**src/rtl/clock_monitor_pkg.sv**
```systemverilog
`default_nettype none
// ============================================================================
//  Module   : clock_monitor_pkg
//  Purpose  : Shared types and constants for the clock monitor: state
//             encoding (2-bit) and default counter width / loss timeout.
//  Ports    : none (package)
//  Revision : 1.0  initial release
// ============================================================================
package clock_monitor_pkg;

    localparam int unsigned c_CNT_W_DEFAULT   = 32;
    localparam int unsigned c_TIMEOUT_DEFAULT = 200000000;

    localparam logic [1:0] c_ST_IDLE    = 2'd0;
    localparam logic [1:0] c_ST_MEASURE = 2'd1;
    localparam logic [1:0] c_ST_LOST    = 2'd2;

    typedef enum logic [1:0] {
        ST_IDLE    = c_ST_IDLE,
        ST_MEASURE = c_ST_MEASURE,
        ST_LOST    = c_ST_LOST
    } state_t;

endpackage : clock_monitor_pkg
`default_nettype wire

```
**src/rtl/sync_2ff.sv**
```systemverilog
`default_nettype none
// ============================================================================
//  Module   : sync_2ff
//  Purpose  : Generic two-flop synchroniser for bringing asynchronous level
//             signals into the clk domain. Synchronous active-low reset.
//  Ports    : clk   - destination clock
//             rst_n - synchronous reset, active-low (flops cleared to 0)
//             i_d   - asynchronous input, WIDTH bits
//             o_q   - synchronised output, WIDTH bits (2 cycles latency)
//  Revision : 1.0  initial release
// ============================================================================
module sync_2ff #(
    parameter int unsigned WIDTH = 1
) (
    input  logic             clk,
    input  logic             rst_n,
    input  logic [WIDTH-1:0] i_d,
    output logic [WIDTH-1:0] o_q
);

    // r_meta may go metastable; only r_sync is consumed downstream.
    logic [WIDTH-1:0] r_meta;
    logic [WIDTH-1:0] r_sync;

    always_ff @(posedge clk) begin
        if (!rst_n) begin
            r_meta <= '0;
            r_sync <= '0;
        end else begin
            r_meta <= i_d;
            r_sync <= r_meta;
        end
    end

    assign o_q = r_sync;

endmodule : sync_2ff
`default_nettype wire

```
**src/rtl/clock_monitor.sv**
```systemverilog
`default_nettype none
// ============================================================================
//  Module   : clock_monitor
//  Purpose  : Synchronises a slow clock into the clk domain, emits one-cycle
//             rise/fall pulses, measures period and high time in clk cycles
//             and flags loss of the slow clock.
//  Ports    : clk        - fast system clock (rising edge)
//             rst_n      - synchronous reset, active-low
//             clk_slow   - monitored slow clock, asynchronous to clk
//             rise_pulse - one-cycle pulse per detected rising edge
//             fall_pulse - one-cycle pulse per detected falling edge
//             period     - last rise-to-rise interval [CNT_W]
//             high_time  - last rise-to-fall interval [CNT_W]
//             meas_vld   - one-cycle pulse when period/high_time update
//             clk_lost   - high while the slow clock is considered lost
//  Config   : CLOCK_MONITOR_DUTY_EN - when defined, high-time capture is
//             built; otherwise high_time is tied to 0.
//  Revision : 1.0  initial release
// ============================================================================
module clock_monitor
    import clock_monitor_pkg::*;
#(
    parameter int unsigned CNT_W   = c_CNT_W_DEFAULT,
    parameter int unsigned TIMEOUT = c_TIMEOUT_DEFAULT
) (
    input  logic             clk,
    input  logic             rst_n,
    input  logic             clk_slow,
    output logic             rise_pulse,
    output logic             fall_pulse,
    output logic [CNT_W-1:0] period,
    output logic [CNT_W-1:0] high_time,
    output logic             meas_vld,
    output logic             clk_lost
);

    localparam logic [CNT_W-1:0] c_TIMEOUT = CNT_W'(TIMEOUT);
    localparam logic [CNT_W-1:0] c_ONE     = CNT_W'(1);

    // ------------------------------------------------------------------
    // Synchroniser and edge detection
    // ------------------------------------------------------------------
    logic       w_s1;
    logic       r_s2;
    logic [1:0] r_warm;
    logic       w_warm_done;
    logic       w_rise;
    logic       w_fall;

    sync_2ff #(
        .WIDTH (1)
    ) u_sync (
        .clk   (clk),
        .rst_n (rst_n),
        .i_d   (clk_slow),
        .o_q   (w_s1)
    );

    // Edges are ignored until s0, s1 and s2 all hold real samples taken
    // after reset. Without this, a slow clock that is already high at
    // reset release would look like a rising edge against the cleared
    // history flop.
    always_ff @(posedge clk) begin
        if (!rst_n) begin
            r_s2   <= 1'b0;
            r_warm <= 2'd0;
        end else begin
            r_s2 <= w_s1;
            if (r_warm != 2'd3) begin
                r_warm <= r_warm + 2'd1;
            end
        end
    end

    assign w_warm_done = (r_warm == 2'd3);
    assign w_rise      = w_warm_done &  w_s1 & ~r_s2;
    assign w_fall      = w_warm_done & ~w_s1 &  r_s2;

    // ------------------------------------------------------------------
    // State machine
    // ------------------------------------------------------------------
    state_t           r_state;
    state_t           w_state_nxt;
    logic [CNT_W-1:0] r_cnt;
    logic             w_timeout;
    logic             w_meas_load;

    assign w_timeout = (r_cnt >= c_TIMEOUT);

    always_ff @(posedge clk) begin
        if (!rst_n) begin
            r_state <= ST_IDLE;
        end else begin
            r_state <= w_state_nxt;
        end
    end

    // A rise event always takes priority over the timeout check, so a
    // clock whose period equals TIMEOUT is still measured, never lost.
    always_comb begin
        w_state_nxt = r_state;
        w_meas_load = 1'b0;
        case (r_state)
            ST_IDLE: begin
                if (w_rise) begin
                    w_state_nxt = ST_MEASURE;
                end else if (w_timeout) begin
                    w_state_nxt = ST_LOST;
                end
            end
            ST_MEASURE: begin
                if (w_rise) begin
                    w_meas_load = 1'b1;
                end else if (w_timeout) begin
                    w_state_nxt = ST_LOST;
                end
            end
            ST_LOST: begin
                if (w_rise) begin
                    w_state_nxt = ST_MEASURE;
                end
            end
            default: begin
                w_state_nxt = ST_IDLE;
            end
        endcase
    end

    // ------------------------------------------------------------------
    // Interval counter and registered outputs
    // ------------------------------------------------------------------
    logic             r_rise_pulse;
    logic             r_fall_pulse;
    logic             r_meas_vld;
    logic [CNT_W-1:0] r_period;

    // The counter loads 1 on a rise so that its value at the next rise
    // equals the number of clk cycles between the two rise events.
    always_ff @(posedge clk) begin
        if (!rst_n) begin
            r_cnt        <= '0;
            r_rise_pulse <= 1'b0;
            r_fall_pulse <= 1'b0;
            r_meas_vld   <= 1'b0;
            r_period     <= '0;
        end else begin
            r_rise_pulse <= w_rise;
            r_fall_pulse <= w_fall;
            r_meas_vld   <= w_meas_load;
            if (w_rise) begin
                r_cnt <= c_ONE;
            end else if (r_cnt != '1) begin
                r_cnt <= r_cnt + c_ONE;
            end
            if (w_meas_load) begin
                r_period <= r_cnt;
            end
        end
    end

    assign rise_pulse = r_rise_pulse;
    assign fall_pulse = r_fall_pulse;
    assign meas_vld   = r_meas_vld;
    assign period     = r_period;
    assign clk_lost   = (r_state == ST_LOST);

    // ------------------------------------------------------------------
    // Optional high-time measurement
    // ------------------------------------------------------------------
`ifdef CLOCK_MONITOR_DUTY_EN
    logic [CNT_W-1:0] r_hi_cnt;
    logic [CNT_W-1:0] r_high_time;

    // Falls seen outside MEASURE belong to an interval that will not be
    // reported, so they do not touch the capture register.
    always_ff @(posedge clk) begin
        if (!rst_n) begin
            r_hi_cnt    <= '0;
            r_high_time <= '0;
        end else begin
            if (w_fall && (r_state == ST_MEASURE)) begin
                r_hi_cnt <= r_cnt;
            end
            if (w_meas_load) begin
                r_high_time <= r_hi_cnt;
            end
        end
    end

    assign high_time = r_high_time;
`else
    assign high_time = '0;
`endif

endmodule : clock_monitor
`default_nettype wire
```
**config.mk**
```make
export PLATFORM = sky130hd
export DESIGN_NAME = clock_monitor
export DESIGN_NICKNAME = d
export VERILOG_FILES = /design/src/rtl/clock_monitor_pkg.sv /design/src/rtl/sync_2ff.sv /design/src/rtl/clock_monitor.sv
export SDC_FILE = /design/constraint.sdc
export NUM_CORES = 1
export LEC_CHECK = 0
export ABC_AREA = 1
export BUFFER_PORTS_ARGS = -buffer_cell sky130_fd_sc_hd__buf_2
export CORE_MARGIN = 2
export CORE_UTILIZATION = 41
export CTS_CLUSTER_SIZE = 8
export DETAILED_ROUTE_END_ITERATION = 12
export REMOVE_ABC_BUFFERS = 1
export SYNTH_ARGS = -nofsm -noshare
export SYNTH_HDL_FRONTEND = slang
export SYNTH_HIERARCHICAL = 1
export SYNTH_SLANG_ARGS = --single-unit
```
**constraint.sdc**
```tcl
create_clock -name clk -period 2.62 [get_ports clk]
set_clock_uncertainty 0.2 [all_clocks]
set_input_delay 0.131 -clock clk [delete_from_list [all_inputs] [get_ports clk]]
set_output_delay 0.131 -clock clk [all_outputs]
set_load 0.01 [all_outputs]
```
Yosys cells after proc, flatten, opt, wreduce, memory -nomap -nowiden

Cells that the tools add are included.

Add/sub/neg operators: 2
Order comparisons: 1
Equal/unequal tests: 7
Muxes and demuxes: 9
Bitwise gates (word level): 7
Reductions and logical operators: 4

Operators with widths:

| kind                                                                     | number |
|---|---|
| 32-bit by 1-bit adder with 32-bit output (second input constant)         | 1 |
| 32-bit by 28-bit >= comparator with 1-bit output (second input constant) | 1 |
| 32-bit inequality test (second input constant)                           | 1 |
| 2-bit two-way mux                                                        | 4 |
| 2-bit case mux with 3 select lines                                       | 1 |
| 1-bit AND                                                                | 4 |
| 2-bit == test (second input constant)                                    | 2 |
| 1-bit two-way mux                                                        | 4 |
| 2-bit inequality test (second input constant)                            | 2 |
| 1-bit NOT                                                                | 3 |
| 2-bit by 1-bit adder with 2-bit output (second input constant)           | 1 |
| 2-bit by 1-bit == test with 1-bit output (second input constant)         | 1 |
| 2-bit logical NOT                                                        | 1 |
| 2-bit by 1-bit inequality test with 1-bit output (second input constant) | 1 |
| 2-bit AND reduction                                                      | 1 |
| 2-bit nonzero test                                                       | 1 |
| 2-bit OR reduction                                                       | 1 |

Register bits after elaboration: 74
Input port bits: 3
Output and inout port bits: 68
Logic and storage cells: 41

Longest topological paths before layout

Depth in word-level cells: 5
Mapped depth: 10
Gate-level depth less buffers: 10

Modules after synthesis

The synthesis kept the hierarchy.

By module, submodules not included:

| module        | times used | cells an instance | area an instance (sq um) | seq. area each (sq um) |
|---|---|---|---|---|
| clock_monitor | 1          | 544               | 3,677.3                  | 1,441.4 |
| sync_2ff      | 1          | 6                 | 55.1                     | 40.0 |

Worst setup path before layout

Ideal clock, no wire load.

Path type: flip-flop to flip-flop
Start point: register r_cnt[0]
End point: register r_cnt[10]
Library setup time: 0.074 ns
Arrival time: 1.557 ns
Data required time: 2.346 ns
Slack: 0.789 ns
Cell stages (with the launch flop): 10
Path buffers: 2
Period minus slack after synthesis: 1.831 ns
Cells stage by stage: dfxtp_1 > ha_1 > inv_2 > nor2_4 > nand2_4 > nor2_8 > nand3_2 > buf_6 > buf_6 > a31oi_1

Word-level cells in the longest chain between the ends: 1
Elaborated cells between the ends (all ways): 2
Classes of those cells: 1 x add/sub; 1 x eq/ne

RTL lines:

| element                                                                            | line                                       | source |
|---|---|---|
| from (decl)                                                                        | clock_monitor.sv:84                        | `logic [CNT_W-1:0] r_cnt;` |
| from (signal assigned)                                                             | clock_monitor.sv:151                       | `r_cnt <= c_ONE;` |
| from (signal assigned)                                                             | clock_monitor.sv:153                       | `r_cnt <= r_cnt + c_ONE;` |
| 32-bit by 1-bit adder with 32-bit output or 32-bit inequality test (tied branches) | clock_monitor.sv:153, clock_monitor.sv:152 |  |

Several ways; a longest one is shown, not always the timed one.
A chain may end at the register's enable or synchronous reset.

Final worst setup path

Start point: register r_cnt[0]
End point: register r_cnt[28]

The elaborated chain is that of the path after synthesis.

==> run_results.csv <==
group,metric,value,unit
min_path,whs_path_depth,2,
timing,fin_ws,599,ps
synth,ys_seq_area_share,39.7,%
timing,post-route-period-util,77.1,%
route,ant_nets,0,
setup_path,critPathArrivalTime,2120,ps
power_and_ir_drop,seqPwrFrac,55.8,%
synth,ys_warn_count,6,
clock_network,clk_path_buf_depth,2,
setup_path,worstPathCellList,"ha_1 > inv_2 > nor2_4 > nand2_4 > nor2_8 > nand3_2 > buf_4 > nand3_1 > nand2_1 > inv_1",
synth,yosys-top-cells-count,"130 x nand2_1, 79 x nor2_1, 74 x dfxtp_1",
power_and_ir_drop,max-vdd-ir-drop,234,uV
synth,syn-cell-area,0.00373,mm^2
cells_and_area,nets,596,
timing,final_max_slew_viol_count,0,
route,drt_iter0_drc,114,
placed_design,placed_area,0.00391,mm^2
floorplan,die_w,99.4,um
timing,rsz0062_at_grt,"no",
clock_network,htreeDepth,3,
cells_and_area,n_antenna_cell,0,
timing,tns,0,ps
clock_network,clk_latency,360,ps
setup_path,slowest_stage,"dfxtp_1",
setup_path,timing.rr.start,"r_cnt[0]",
global_route,track_usage,18.4,%
timing,holdWs,220,ps
clock_network,cts_made_buffers,9,
synth,synth.distinct_cells,32,
setup_path,cp_data_required_time,2720,ps
setup_path,criticalPathCategory,"register to register",
floorplan,rows,34,
cells_and_area,fillers,935,
placed_design,hpwl,6.53,mm
floorplan,pin_count,71,
status,status,"complete, no violations",
power_and_ir_drop,p_comb_share,4.3,%
global_route,antenna_found_initial,0,
cells_and_area,stdcell_area,0.00410,mm^2
global_route,grt_first_pass_wirelength,14.3,mm
floorplan,die_area,0.00988,mm^2
min_path,hold_class,"register to register",
synth,avgSynthCellArea,6.79,um^2
route,vias_per_cell,4.77,
setup_path,startpoint_type,"register",
timing,period_needed,2020,ps
power_and_ir_drop,powerDensity,504,mW/mm^2
job,drv_cap,0,
synth,synth-seq-cells,74,
timing,hold_viol,0,
floorplan,die_h,99.4,um
floorplan,start_util,42.6,%
power_and_ir_drop,power.net_switching,0.512,mW
synth,yosys-top-cells-area,"dfxtp_1 40%, nand2_1 13%, nor2_1 7.9%",
min_path,hp-start,"u_sync/r_meta",
synth,yosysTopAreaCellShare,39.7,%
power_and_ir_drop,internal_power,1.55,mW
clock_network,path_clk_slew,80,ps
power_and_ir_drop,p_clk_share,39.9,%
synth,synthArstFlopShare,0,%
cells_and_area,area_delta_synth_final,9.92,%
setup_path,critPathMaxFanout,17,
power_and_ir_drop,p_leak,1.90,nW
timing,setup_viol,0,
synth,synth_edf_count,0,
route,vias,3346,
cells_and_area,fin_util,46.8,%
cells_and_area,drive_gt1_share,13.3,%
timing,maxSlewHeadroom,66.3,%
timing,worstMarginPinSlew,504,ps
global_route,first_global_vias,3034,
placed_design,post-place-ws,625,ps
timing,max_freq,0.495,GHz
synth,synth.largest_area_cell,"dfxtp_1",
placed_design,portBuffers,38,
synth,synth_most_common_cell,"nand2_1",
clock_network,root_buffer,"clkbuf_8",
route,first_pass_iters,5,
global_route,grt_remaining_overflow,0,
setup_path,max_stage_delay,440,ps
clock_network,cts_tree,"yes",
clock_network,cts.sinks,74,
placed_design,finalWeightedCongestion,0.915,
route,drc,0,
setup_path,crit_path_end_kind,"register",
setup_path,critPathLaunch,"r_cnt[0]",
synth,synth-main-ff-cell,"dfxtp_1",
floorplan,core,0.00876,mm^2
setup_path,worstRegToRegCells,10,
route,drt-total-wl,8.67,mm
synth,syn_inst,550,
power_and_ir_drop,switching_share,24.8,%
global_route,grt_max_degree,39,
route,post_drt_wl_per_cell,12.3,um
==> cells by family (layout without fill, tap and decap cells) <==
| logic type | count (synthesis) | in the layout | share of synthesized area, % |
|---|---|---|---|
| xor+xnor | 5 | 5 | 1.17 |
| buf+inv | 119 | 132 | 15.7 |
| simple gates | 268 | 268 | 30.5 |
| other cells | 1 | 32 | 0.100 |
| fa+ha+maj | 3 | 3 | 1.01 |
| flops | 74 | 74 | 39.7 |
| compound gates | 80 | 80 | 11.8 |
==> stage by stage <==
stage	std cells	total power, mW
floorplan	533	1.24
global placement	685	1.26
detailed placement	685	1.27
CTS	702	2.09
global route	702	2.15
finish	702	2.07
==> sequential cells by signal (all words and copies together), names as in the netlist <==
name           cells
period            32
r_s2               1
r_cnt             32
meas_vld           1
u_sync/r_meta      1
r_warm             2
r_state            2
u_sync/o_q         1
rise_pulse         1
fall_pulse         1
==> placed cells by master (no fill, tap or decap), types with 3 or more instances in the layout <==
cell type	Yosys	routed
a31oi_1	4	4
conb_1	1	32
nand4_1	3	3
clkbuf_8	0	11
a31oi_2	3	3
a21oi_1	28	28
buf_4	32	6
ha_1	3	3
o21ai_0	42	42
nand3_1	40	40
inv_2	3	3
xor2_1	3	3
dfxtp_1	74	74
nand2_1	130	130
nor2_1	79	79
a21oi_2	3	3
inv_1	68	68
buf_2	4	38
==> path summary, 6_finish.rpt <==
check | to | slack, ps
max reg2reg | r_cnt[28] | 600
max | r_cnt[28] | 600
min | u_sync/o_q | 220
min reg2reg | u_sync/o_q | 220
==> worst max-delay path, delay by kind of cell (launching register included) <==
family	cells	cell delay [ps]
adders and majority gates	1	310
buffers and inverters	3	360
DFF	1	440
and+or+nand+nor	6	660
==> power by group through the flow <==
| stage | combinational [mW] | clock, mW | sequential, mW |
|---|---|---|---|
| after floorplan | 0.0623 | 0 | 1.18 |
| after global placement | 0.0840 | 0 | 1.18 |
| after detailed placement | 0.0860 | 0 | 1.18 |
| after CTS | 0.0886 | 0.845 | 1.15 |
| after global routing | 0.103 | 0.893 | 1.16 |
| final | 0.0883 | 0.825 | 1.15 |
==> area by class of cell <==
type | count | area (um^2) | area share [%]
inverter | 71 | 267 | 6.50
sequential | 74 | 1480 | 36.1
timing repair buffer | 46 | 255 | 6.22
multi-input combinational | 388 | 1790 | 43.5
clock buffer | 11 | 151 | 3.69
tap | 108 | 135 | 3.29
clock inverter | 4 | 26.3 | 0.640
==> per-layer routing <==
layer,vias up,track usage (%),share of wire (%)
met3,18,4.22,4.7
met5,-,0,0
met1,1503,23.7,48
met4,0,8.43,2.5
li1,1736,-,-
met2,89,29.3,45
==> repair_timing <==
item | 4_1_cts | 5_1_grt
buffers inserted | 0 | 0
hold endpoints to repair | 3 | 0
gates resized for setup | 0 | 0
hold buffers | 2 | 0
setup endpoints to repair | 0 | 0
No activity file was read; power rests on OpenSTA's default activity.
